<file path="src/rtl/seq_ctrl_unit_pkg.sv">
// Shared encodings for the sequencing/control unit: opcodes, ALU ops, privilege
// levels, exception codes and the packed control word layout.
package seq_ctrl_unit_pkg;

   localparam logic [6:0] OPC_OP        = 7'b0110011;
   localparam logic [6:0] OPC_OP_IMM    = 7'b0010011;
   localparam logic [6:0] OPC_LOAD      = 7'b0000011;
   localparam logic [6:0] OPC_STORE     = 7'b0100011;
   localparam logic [6:0] OPC_BRANCH    = 7'b1100011;
   localparam logic [6:0] OPC_JALR      = 7'b1100111;
   localparam logic [6:0] OPC_JAL       = 7'b1101111;
   localparam logic [6:0] OPC_LUI       = 7'b0110111;
   localparam logic [6:0] OPC_AUIPC     = 7'b0010111;
   localparam logic [6:0] OPC_SYSTEM    = 7'b1110011;
   localparam logic [6:0] OPC_OP_IMM_32 = 7'b0011011;
   localparam logic [6:0] OPC_OP_32     = 7'b0111011;

   localparam logic [3:0] ALU_ADD  = 4'd0;
   localparam logic [3:0] ALU_SUB  = 4'd1;
   localparam logic [3:0] ALU_SLL  = 4'd2;
   localparam logic [3:0] ALU_SLT  = 4'd3;
   localparam logic [3:0] ALU_SLTU = 4'd4;
   localparam logic [3:0] ALU_XOR  = 4'd5;
   localparam logic [3:0] ALU_SRL  = 4'd6;
   localparam logic [3:0] ALU_SRA  = 4'd7;
   localparam logic [3:0] ALU_OR   = 4'd8;
   localparam logic [3:0] ALU_AND  = 4'd9;
   localparam logic [3:0] ALU_LUI  = 4'd10;

   localparam logic [1:0] PRIV_U = 2'd0;
   localparam logic [1:0] PRIV_S = 2'd1;
   localparam logic [1:0] PRIV_M = 2'd3;

   localparam logic [3:0] EXC_ILLEGAL = 4'd2;
   localparam logic [3:0] EXC_BREAK   = 4'd3;
   localparam logic [3:0] EXC_ECALL_U = 4'd8;
   localparam logic [3:0] EXC_ECALL_S = 4'd9;
   localparam logic [3:0] EXC_ECALL_M = 4'd11;

   localparam logic [2:0] SZ_NONE   = 3'd0;
   localparam logic [2:0] SZ_BYTE   = 3'd1;
   localparam logic [2:0] SZ_HALF   = 3'd2;
   localparam logic [2:0] SZ_WORD   = 3'd3;
   localparam logic [2:0] SZ_DOUBLE = 3'd4;

   typedef enum logic [1:0] {
      ST_RUN     = 2'd0,
      ST_MD_WAIT = 2'd1,
      ST_FLUSH   = 2'd2
   } state_e;

   typedef struct packed {
      logic [3:0] alu_op;
      logic       alu_src;
      logic       wr_reg;
      logic       mem_to_reg;
      logic       mem_wr;
      logic [2:0] mem_size;
      logic       load_uns;
      logic       branch;
      logic [2:0] cmp;
      logic       jump;
      logic       jalr;
      logic       pc_to_reg;
      logic       pc_imm;
      logic       csr_we;
      logic [1:0] csr_op;
      logic       csr_src;
   } ctrl_t;

   localparam int unsigned CTRL_W = $bits(ctrl_t);

   // funct3 (+ alternate bit for SUB/SRA) to ALU operation
   function automatic logic [3:0] alu_from_f3(logic [2:0] f3, logic alt);
      logic [3:0] op;
      case (f3)
         3'd0:    op = alt ? ALU_SUB : ALU_ADD;
         3'd1:    op = ALU_SLL;
         3'd2:    op = ALU_SLT;
         3'd3:    op = ALU_SLTU;
         3'd4:    op = ALU_XOR;
         3'd5:    op = alt ? ALU_SRA : ALU_SRL;
         3'd6:    op = ALU_OR;
         default: op = ALU_AND;
      endcase
      return op;
   endfunction

   // mret target mode; unsupported levels fall back to U
   function automatic logic [1:0] mret_mode(logic [1:0] mpp, logic has_s);
      logic [1:0] m;
      case (mpp)
         PRIV_M:  m = PRIV_M;
         PRIV_S:  m = has_s ? PRIV_S : PRIV_U;
         default: m = PRIV_U;
      endcase
      return m;
   endfunction

endpackage

</file>
<file path="src/rtl/seq_ctrl_decode.sv">
// Pure combinational instruction decode: control word, M-op detect,
// synchronous exception and xRET classification for the current mode.
module seq_ctrl_decode
   import seq_ctrl_unit_pkg::*;
#(
   parameter int unsigned XLEN  = 32,
   parameter int unsigned HAS_M = 1,
   parameter int unsigned HAS_S = 1
) (
   input  logic [31:0] instr,
   input  logic [1:0]  mode,
   output ctrl_t       ctrl_c,
   output logic        md_c,
   output logic        excep_c,
   output logic [3:0]  excep_code_c,
   output logic        ret_c,
   output logic [1:0]  ret_from_c
);

   localparam bit IS64 = (XLEN == 64);

   logic [6:0]  opcode;
   logic [2:0]  funct3;
   logic [6:0]  funct7;
   logic [11:0] funct12;
   logic [4:0]  rs1;
   logic        rd_nz;
   logic        illegal;

   assign opcode  = instr[6:0];
   assign funct3  = instr[14:12];
   assign funct7  = instr[31:25];
   assign funct12 = instr[31:20];
   assign rs1     = instr[19:15];
   assign rd_nz   = (instr[11:7] != 5'd0);

   always_comb begin
      ctrl_c       = '0;
      md_c         = 1'b0;
      illegal      = 1'b0;
      excep_c      = 1'b0;
      excep_code_c = '0;
      ret_c        = 1'b0;
      ret_from_c   = '0;

      case (opcode)
         OPC_OP: begin
            ctrl_c.wr_reg = rd_nz;
            if (funct7 == 7'b0000001) begin
               if (HAS_M != 0) md_c = 1'b1;
               else            illegal = 1'b1;
            end else if (funct7 == 7'b0000000 ||
                         (funct7 == 7'b0100000 && (funct3 == 3'd0 || funct3 == 3'd5))) begin
               ctrl_c.alu_op = alu_from_f3(funct3, funct7[5]);
            end else begin
               illegal = 1'b1;
            end
         end
         OPC_OP_IMM: begin
            ctrl_c.alu_src = 1'b1;
            ctrl_c.wr_reg  = rd_nz;
            ctrl_c.alu_op  = alu_from_f3(funct3, funct3 == 3'd5 && instr[30]);
            // shamt[5] only exists on a 64-bit datapath
            if (funct3 == 3'd1 && (instr[31:26] != 6'b000000 || (!IS64 && instr[25])))
               illegal = 1'b1;
            if (funct3 == 3'd5 && ((instr[31:26] != 6'b000000 && instr[31:26] != 6'b010000) ||
                                   (!IS64 && instr[25])))
               illegal = 1'b1;
         end
         OPC_OP_IMM_32: begin
            ctrl_c.alu_src = 1'b1;
            ctrl_c.wr_reg  = rd_nz;
            if (!IS64) illegal = 1'b1;
            else begin
               case (funct3)
                  3'd0: ctrl_c.alu_op = ALU_ADD;
                  3'd1: if (funct7 == 7'b0000000) ctrl_c.alu_op = ALU_SLL; else illegal = 1'b1;
                  3'd5: if (funct7 == 7'b0000000 || funct7 == 7'b0100000)
                           ctrl_c.alu_op = alu_from_f3(funct3, funct7[5]);
                        else illegal = 1'b1;
                  default: illegal = 1'b1;
               endcase
            end
         end
         OPC_OP_32: begin
            ctrl_c.wr_reg = rd_nz;
            if (!IS64) illegal = 1'b1;
            else if (funct7 == 7'b0000001) begin
               if (HAS_M != 0 && funct3 != 3'd1 && funct3 != 3'd2 && funct3 != 3'd3) md_c = 1'b1;
               else illegal = 1'b1;
            end else if ((funct7 == 7'b0000000 && (funct3 == 3'd0 || funct3 == 3'd1 || funct3 == 3'd5)) ||
                         (funct7 == 7'b0100000 && (funct3 == 3'd0 || funct3 == 3'd5))) begin
               ctrl_c.alu_op = alu_from_f3(funct3, funct7[5]);
            end else begin
               illegal = 1'b1;
            end
         end
         OPC_LOAD: begin
            ctrl_c.alu_src    = 1'b1;
            ctrl_c.wr_reg     = rd_nz;
            ctrl_c.mem_to_reg = 1'b1;
            case (funct3)
               3'd0: ctrl_c.mem_size = SZ_BYTE;
               3'd1: ctrl_c.mem_size = SZ_HALF;
               3'd2: ctrl_c.mem_size = SZ_WORD;
               3'd3: if (IS64) ctrl_c.mem_size = SZ_DOUBLE; else illegal = 1'b1;
               3'd4: begin ctrl_c.mem_size = SZ_BYTE; ctrl_c.load_uns = 1'b1; end
               3'd5: begin ctrl_c.mem_size = SZ_HALF; ctrl_c.load_uns = 1'b1; end
               3'd6: if (IS64) begin ctrl_c.mem_size = SZ_WORD; ctrl_c.load_uns = 1'b1; end
                     else illegal = 1'b1;
               default: illegal = 1'b1;
            endcase
         end
         OPC_STORE: begin
            ctrl_c.alu_src = 1'b1;
            ctrl_c.mem_wr  = 1'b1;
            case (funct3)
               3'd0: ctrl_c.mem_size = SZ_BYTE;
               3'd1: ctrl_c.mem_size = SZ_HALF;
               3'd2: ctrl_c.mem_size = SZ_WORD;
               3'd3: if (IS64) ctrl_c.mem_size = SZ_DOUBLE; else illegal = 1'b1;
               default: illegal = 1'b1;
            endcase
         end
         OPC_BRANCH: begin
            ctrl_c.branch = 1'b1;
            ctrl_c.cmp    = funct3;
            ctrl_c.alu_op = ALU_SUB;
            if (funct3 == 3'd2 || funct3 == 3'd3) illegal = 1'b1;
         end
         OPC_JALR: begin
            ctrl_c.jump      = 1'b1;
            ctrl_c.jalr      = 1'b1;
            ctrl_c.alu_src   = 1'b1;
            ctrl_c.pc_to_reg = 1'b1;
            ctrl_c.wr_reg    = rd_nz;
            if (funct3 != 3'd0) illegal = 1'b1;
         end
         OPC_JAL: begin
            ctrl_c.jump      = 1'b1;
            ctrl_c.pc_to_reg = 1'b1;
            ctrl_c.wr_reg    = rd_nz;
         end
         OPC_LUI: begin
            ctrl_c.alu_op  = ALU_LUI;
            ctrl_c.alu_src = 1'b1;
            ctrl_c.wr_reg  = rd_nz;
         end
         OPC_AUIPC: begin
            ctrl_c.pc_imm  = 1'b1;
            ctrl_c.alu_src = 1'b1;
            ctrl_c.wr_reg  = rd_nz;
         end
         OPC_SYSTEM: begin
            if (funct3 == 3'd0) begin
               case (funct12)
                  12'h000: begin
                     excep_c = 1'b1;
                     case (mode)
                        PRIV_U:  excep_code_c = EXC_ECALL_U;
                        PRIV_S:  excep_code_c = EXC_ECALL_S;
                        default: excep_code_c = EXC_ECALL_M;
                     endcase
                  end
                  12'h001: begin
                     excep_c      = 1'b1;
                     excep_code_c = EXC_BREAK;
                  end
                  12'h302: if (mode == PRIV_M) begin
                              ret_c      = 1'b1;
                              ret_from_c = PRIV_M;
                           end else illegal = 1'b1;
                  12'h102: if (HAS_S != 0 && mode != PRIV_U) begin
                              ret_c      = 1'b1;
                              ret_from_c = PRIV_S;
                           end else illegal = 1'b1;
                  default: illegal = 1'b1;
               endcase
            end else if (funct3 == 3'd4) begin
               illegal = 1'b1;
            end else begin
               // csrrs/csrrc with a zero source never write the CSR
               ctrl_c.csr_we  = (funct3[1:0] == 2'b01) || (rs1 != 5'd0);
               ctrl_c.csr_op  = funct3[1:0];
               ctrl_c.csr_src = funct3[2];
               ctrl_c.wr_reg  = rd_nz;
            end
         end
         default: illegal = 1'b1;
      endcase

      if (illegal) begin
         excep_c      = 1'b1;
         excep_code_c = EXC_ILLEGAL;
      end
      if (excep_c) begin
         ctrl_c     = '0;
         md_c       = 1'b0;
         ret_c      = 1'b0;
         ret_from_c = '0;
      end
   end

endmodule

</file>
<file path="src/rtl/seq_ctrl_unit.sv">
// Instruction sequencing/control unit: accepts instructions, issues decoded
// control words, sequences mul/div handshakes, traps, xRETs and pipeline flush.
module seq_ctrl_unit
   import seq_ctrl_unit_pkg::*;
#(
   parameter int unsigned XLEN         = 32,
   parameter int unsigned HAS_M        = 1,
   parameter int unsigned HAS_S        = 1,
   parameter int unsigned FLUSH_CYCLES = 2,
   parameter int unsigned MD_TIMEOUT   = 64
) (
   input  logic              clk,
   input  logic              rst,
   input  logic              instr_valid,
   input  logic [31:0]       instr,
   output logic              instr_ready,
   output logic              ctrl_valid,
   output logic [CTRL_W-1:0] ctrl,
   output logic              md_req,
   output logic [2:0]        md_op,
   input  logic              md_ack,
   output logic              md_kill,
   input  logic [1:0]        mpp_in,
   input  logic              spp_in,
   output logic              excep_valid,
   output logic [3:0]        excep_code,
   output logic              ret_valid,
   output logic [1:0]        ret_from,
   output logic [1:0]        mode
);

   localparam int unsigned WAIT_W  = $clog2(MD_TIMEOUT + 1);
   localparam int unsigned FLUSH_W = $clog2(FLUSH_CYCLES + 2);

   state_e             state, state_nxt;
   logic [WAIT_W-1:0]  wait_cnt, wait_cnt_nxt;
   logic [FLUSH_W-1:0] flush_cnt, flush_cnt_nxt;
   ctrl_t              md_ctrl, md_ctrl_nxt;
   ctrl_t              ctrl_nxt;
   logic [1:0]         mode_nxt, ret_from_nxt;
   logic [3:0]         excep_code_nxt;
   logic [2:0]         md_op_nxt;
   logic               instr_ready_nxt, ctrl_valid_nxt, md_req_nxt, md_kill_nxt;
   logic               excep_valid_nxt, ret_valid_nxt, trap;

   ctrl_t      dec_ctrl;
   logic       dec_md, dec_excep, dec_ret;
   logic [3:0] dec_code;
   logic [1:0] dec_ret_from;

   seq_ctrl_decode #(
      .XLEN  (XLEN),
      .HAS_M (HAS_M),
      .HAS_S (HAS_S)
   ) u_decode (
      .instr        (instr),
      .mode         (mode),
      .ctrl_c       (dec_ctrl),
      .md_c         (dec_md),
      .excep_c      (dec_excep),
      .excep_code_c (dec_code),
      .ret_c        (dec_ret),
      .ret_from_c   (dec_ret_from)
   );

   // Next-state and registered-output logic
   always_comb begin
      state_nxt       = state;
      wait_cnt_nxt    = wait_cnt;
      flush_cnt_nxt   = flush_cnt;
      md_ctrl_nxt     = md_ctrl;
      mode_nxt        = mode;
      md_op_nxt       = md_op;
      ctrl_nxt        = '0;
      ctrl_valid_nxt  = 1'b0;
      md_req_nxt      = 1'b0;
      md_kill_nxt     = 1'b0;
      excep_valid_nxt = 1'b0;
      excep_code_nxt  = '0;
      ret_valid_nxt   = 1'b0;
      ret_from_nxt    = '0;
      trap            = 1'b0;

      case (state)
         ST_RUN: begin
            if (instr_valid) begin
               if (dec_excep) begin
                  excep_valid_nxt = 1'b1;
                  excep_code_nxt  = dec_code;
                  trap            = 1'b1;
               end else if (dec_ret) begin
                  ret_valid_nxt = 1'b1;
                  ret_from_nxt  = dec_ret_from;
                  mode_nxt      = (dec_ret_from == PRIV_M) ? mret_mode(mpp_in, HAS_S != 0)
                                                           : (spp_in ? PRIV_S : PRIV_U);
               end else if (dec_md) begin
                  md_req_nxt   = 1'b1;
                  md_op_nxt    = instr[14:12];
                  md_ctrl_nxt  = dec_ctrl;
                  wait_cnt_nxt = '0;
                  state_nxt    = ST_MD_WAIT;
               end else begin
                  ctrl_valid_nxt = 1'b1;
                  ctrl_nxt       = dec_ctrl;
               end
            end
         end
         ST_MD_WAIT: begin
            // an ack arriving in the expiry cycle still completes normally
            if (md_ack) begin
               ctrl_valid_nxt = 1'b1;
               ctrl_nxt       = md_ctrl;
               wait_cnt_nxt   = '0;
               state_nxt      = ST_RUN;
            end else if (wait_cnt == WAIT_W'(MD_TIMEOUT - 1)) begin
               md_kill_nxt     = 1'b1;
               excep_valid_nxt = 1'b1;
               excep_code_nxt  = EXC_ILLEGAL;
               wait_cnt_nxt    = '0;
               trap            = 1'b1;
            end else begin
               wait_cnt_nxt = wait_cnt + WAIT_W'(1);
            end
         end
         ST_FLUSH: begin
            if (flush_cnt <= FLUSH_W'(1)) begin
               flush_cnt_nxt = '0;
               state_nxt     = ST_RUN;
            end else begin
               flush_cnt_nxt = flush_cnt - FLUSH_W'(1);
            end
         end
         default: state_nxt = ST_RUN;
      endcase

      if (trap) begin
         mode_nxt = PRIV_M;
         ctrl_nxt = '0;
      end
      if (trap || ret_valid_nxt) begin
         state_nxt     = (FLUSH_CYCLES == 0) ? ST_RUN : ST_FLUSH;
         flush_cnt_nxt = FLUSH_W'(FLUSH_CYCLES);
      end

      instr_ready_nxt = (state_nxt == ST_RUN);
   end

   always_ff @(posedge clk or posedge rst) begin
      if (rst) begin
         state       <= ST_RUN;
         wait_cnt    <= '0;
         flush_cnt   <= '0;
         md_ctrl     <= '0;
         mode        <= PRIV_M;
         instr_ready <= 1'b1;
         ctrl_valid  <= 1'b0;
         ctrl        <= '0;
         md_req      <= 1'b0;
         md_op       <= '0;
         md_kill     <= 1'b0;
         excep_valid <= 1'b0;
         excep_code  <= '0;
         ret_valid   <= 1'b0;
         ret_from    <= '0;
      end else begin
         state       <= state_nxt;
         wait_cnt    <= wait_cnt_nxt;
         flush_cnt   <= flush_cnt_nxt;
         md_ctrl     <= md_ctrl_nxt;
         mode        <= mode_nxt;
         instr_ready <= instr_ready_nxt;
         ctrl_valid  <= ctrl_valid_nxt;
         ctrl        <= ctrl_nxt;
         md_req      <= md_req_nxt;
         md_op       <= md_op_nxt;
         md_kill     <= md_kill_nxt;
         excep_valid <= excep_valid_nxt;
         excep_code  <= excep_code_nxt;
         ret_valid   <= ret_valid_nxt;
         ret_from    <= ret_from_nxt;
      end
   end

endmodule

</file>
<file path="config.mk">
export PLATFORM = sky130hd
export DESIGN_NAME = seq_ctrl_unit
export DESIGN_NICKNAME = d
export VERILOG_FILES = /design/src/rtl/seq_ctrl_unit_pkg.sv /design/src/rtl/seq_ctrl_decode.sv /design/src/rtl/seq_ctrl_unit.sv
export SDC_FILE = /design/constraint.sdc
export NUM_CORES = 1
export LEC_CHECK = 0
export ABC_AREA = 1
export BUFFER_PORTS_ARGS = -buffer_cell sky130_fd_sc_hd__buf_2
export CORE_MARGIN = 2
export CORE_UTILIZATION = 50
export DETAILED_ROUTE_END_ITERATION = 6
export PLACE_DENSITY = 0.74
export SETUP_SLACK_MARGIN = 0.02
export SLEW_MARGIN = 20
export SYNTH_ARGS = -nofsm -noshare
export SYNTH_HDL_FRONTEND = slang
export SYNTH_HIERARCHICAL = 1
export SYNTH_SLANG_ARGS = --single-unit
</file>
<file path="constraint.sdc">
create_clock -name clk -period 5.52 [get_ports clk]
set_clock_uncertainty 0.15 [all_clocks]
set_input_delay 0.828 -clock clk [delete_from_list [all_inputs] [get_ports clk]]
set_output_delay 0.828 -clock clk [all_outputs]
set_load 0.02 [all_outputs]
</file>
==> metrics.cfg <==
[yosys]
synth_area_leaders=dfrtp_1 (46%), nand2_1 (9.0%), nand3_1 (6.2%)
syn-cell-area_mm2=0.00401
ys_seq_area_frac=0.475
yosysTopAreaCell=dfrtp_1
async_flop_share=1.00
ys_warn_count=6
synth-edff-count=0
ys.flop_type=dfrtp_1
synth_cell_types=32
synth_most_common_cell=nand2_1
synth_cells=513
avgSynthCellArea_um2=7.82
yosysTopAreaCellShare=0.455
ys_seq_elements=76
synth_common_cells=nand2_1 (96), dfrtp_1 (73), inv_1 (60), nor2_1 (60), nand3_1 (50)

[worst_setup_path]
critPathKind=input port to flop
path_buf_inv=3
worst-path-max-fanout=25
worstReg2RegEnd=ctrl[22]$_DFF_PP0_
critical_path.slowest_cell=nand3_1
reg2reg_from=mode[1]$_DFFE_PP1P_
cp_common_cell=nand4_1
worstPathArrival_ns=3.71
crit_required_ns=5.58
path_delay_family=simple AND/OR/NAND/NOR gates
end_kind=flop
critPathLaunchType=input port
reg2reg_depth=8
path_cells=buf_2 -> inv_2 -> nand2_4 -> nor2_8 -> nand4_1 -> nor2_1 -> nand4_2 -> nand4_1 -> inv_1 -> nor3_1 -> nand3_1 -> o21ai_0
slowest_delay_ns=0.61
rrSetupSlack_ns=2.57

[sta]
finalHoldViolations=0
setup_viol=0
fin_setup_tns_ns=0
slew_headroom=0.403
drv_slew=0
fin_crit_sh=0.662
fmax_mhz=274
min_period_ns=3.65
rsz0062_at_grt=no
max_slew.worst_pin.slew_ns=0.896

[finish]
finish.net_count=629
drive_gt1_frac=0.256
area_growth_pct=16.2
n_antenna_cell=0

[cts]
tritoncts=yes
clkSinkCount=76
root_buffer=clkbuf_8
clockBufferDepth=2
htreeDepth=3
cts.clk_slew.worst_paths_ns=0.07
cts_hold_buffers=0
clk_latency_ns=0.34
cts_buffers=9
cts_resized=0
post-cts-setup-buffer-count=0

[routing]
via_count=3663
drc=0
wl_met2_um=4250
route.met3.wl_um=632
wl_per_cell_um=13.1
dr.pass1.iters=5
avgViaCountPerCell=5.26
antenna_left=0
drt-total-wl_um=9140
m1WireLength_um=4150
highest_layer=met4
first_iter_violations=331

[place]
hpwl_um=6630
io_buffers=79
place.gp.congestion=0.949

[min_path]
hp-class=flop to flop
hold_path.startpoint=md_ctrl[11]$_DFFE_PP0P_
hold_end=md_ctrl[11]$_DFFE_PP0P_
whs_path_depth=2

[status]
status=finished clean

[die]
die_area_mm2=0.00876
die_y_um=93.6
die_w_um=93.6
rows=32
pin_count=80
core_mm2=0.00777
initial_core_util=0.516

[grt]
grt_max_degree=77
grt_pass1_wl_um=15200
antenna_found_initial=0
grt_pass1_vias=3191
grt_overflow=0
track_usage=0.219

[power]
power.density_mw_per_mm2=248
finalPower_w=0.00116
p_leak_nw=2.33
peakVddDrop_mv=0.0982

[run]
cap_viol_max_count=0

## metrics by stage
stage	hold WS [ns]	setup slack [ns]	std cells	util	cell area, um2
floorplan	0.309	2.61	514	-	4020
global placement	0.321	1.59	680	0.575	4460
detailed placement	0.329	1.61	680	0.575	4460
CTS	0.345	1.98	696	0.600	4660
global route	0.363	1.63	696	0.600	4660
finish	0.342	1.87	696	0.600	4660
## sequential cells by signal, indices dropped and copies added, names as in the netlist
signal / count
wait_cnt: 7
excep_valid: 1
md_kill: 1
state: 2
ctrl: 24
instr_ready: 1
md_ctrl: 24
excep_code: 4
md_req: 1
mode: 2
ctrl_valid: 1
flush_cnt: 2
ret_from: 2
ret_valid: 1
md_op: 3
## worst max-delay path by stage
stage                     slack (ns)                  to  cells after the start  startpoint
after floorplan                 2.61   ctrl[0]$_DFF_PP0_                      1         rst
after global routing            1.63  ctrl[22]$_DFF_PP0_                     12    instr[2]
after CTS                       1.98  ctrl[22]$_DFF_PP0_                     12    instr[2]
after global placement          1.59  ctrl[22]$_DFF_PP0_                     12    instr[2]
after detailed placement        1.61  ctrl[22]$_DFF_PP0_                     12    instr[2]
final                           1.87  ctrl[22]$_DFF_PP0_                     12    instr[2]
## cell families after synthesis
logic type,after synthesis,synth area share
simple gates,271,0.335
buf+inv,90,0.0905
flops,76,0.475
compound gates,74,0.0958
fa+ha+maj,1,0.00312
other cells,1,0.000935
## worst min-delay path: stages (launching register included)
cell and delay, ns:
dfrtp_1 0.35, nand2_1 0.05, o21ai_1 0.06
## cell type report
cell class	count	area, um2
Multi-Input combinational cell	348	1750
Inverter	73	274
Clock buffer	14	163
Fill cell	730	3110
Sequential cell	76	1910
Clock inverter	2	35.0
Timing Repair Buffer	81	410
Tap cell	102	128
## routing by layer
layer,up-vias,track usage
met3,14,0.0395
met1,1692,0.318
met2,158,0.335
li1,1799,-
met4,0,0.0725
met5,-,0
## report_power, final
group | internal, W | switching [W]
registers | 0.000579 | 0.0000139
logic | 0.0000420 | 0.0000989
clock network | 0.000234 | 0.000189
## cells in the final DEF, fill, tap and decap left out, types with 8 or more instances in the layout
cell / n
nand3_1: 50
nor2_1: 60
a21oi_1: 8
inv_2: 14
buf_2: 79
nor3_1: 11
o21ai_1: 28
inv_1: 59
dfrtp_1: 73
nand2_1: 96
nor2_2: 11
clkbuf_8: 11
nand2_2: 12
o21ai_0: 34
nand4_1: 13
(Power assumes the default switching activity.)
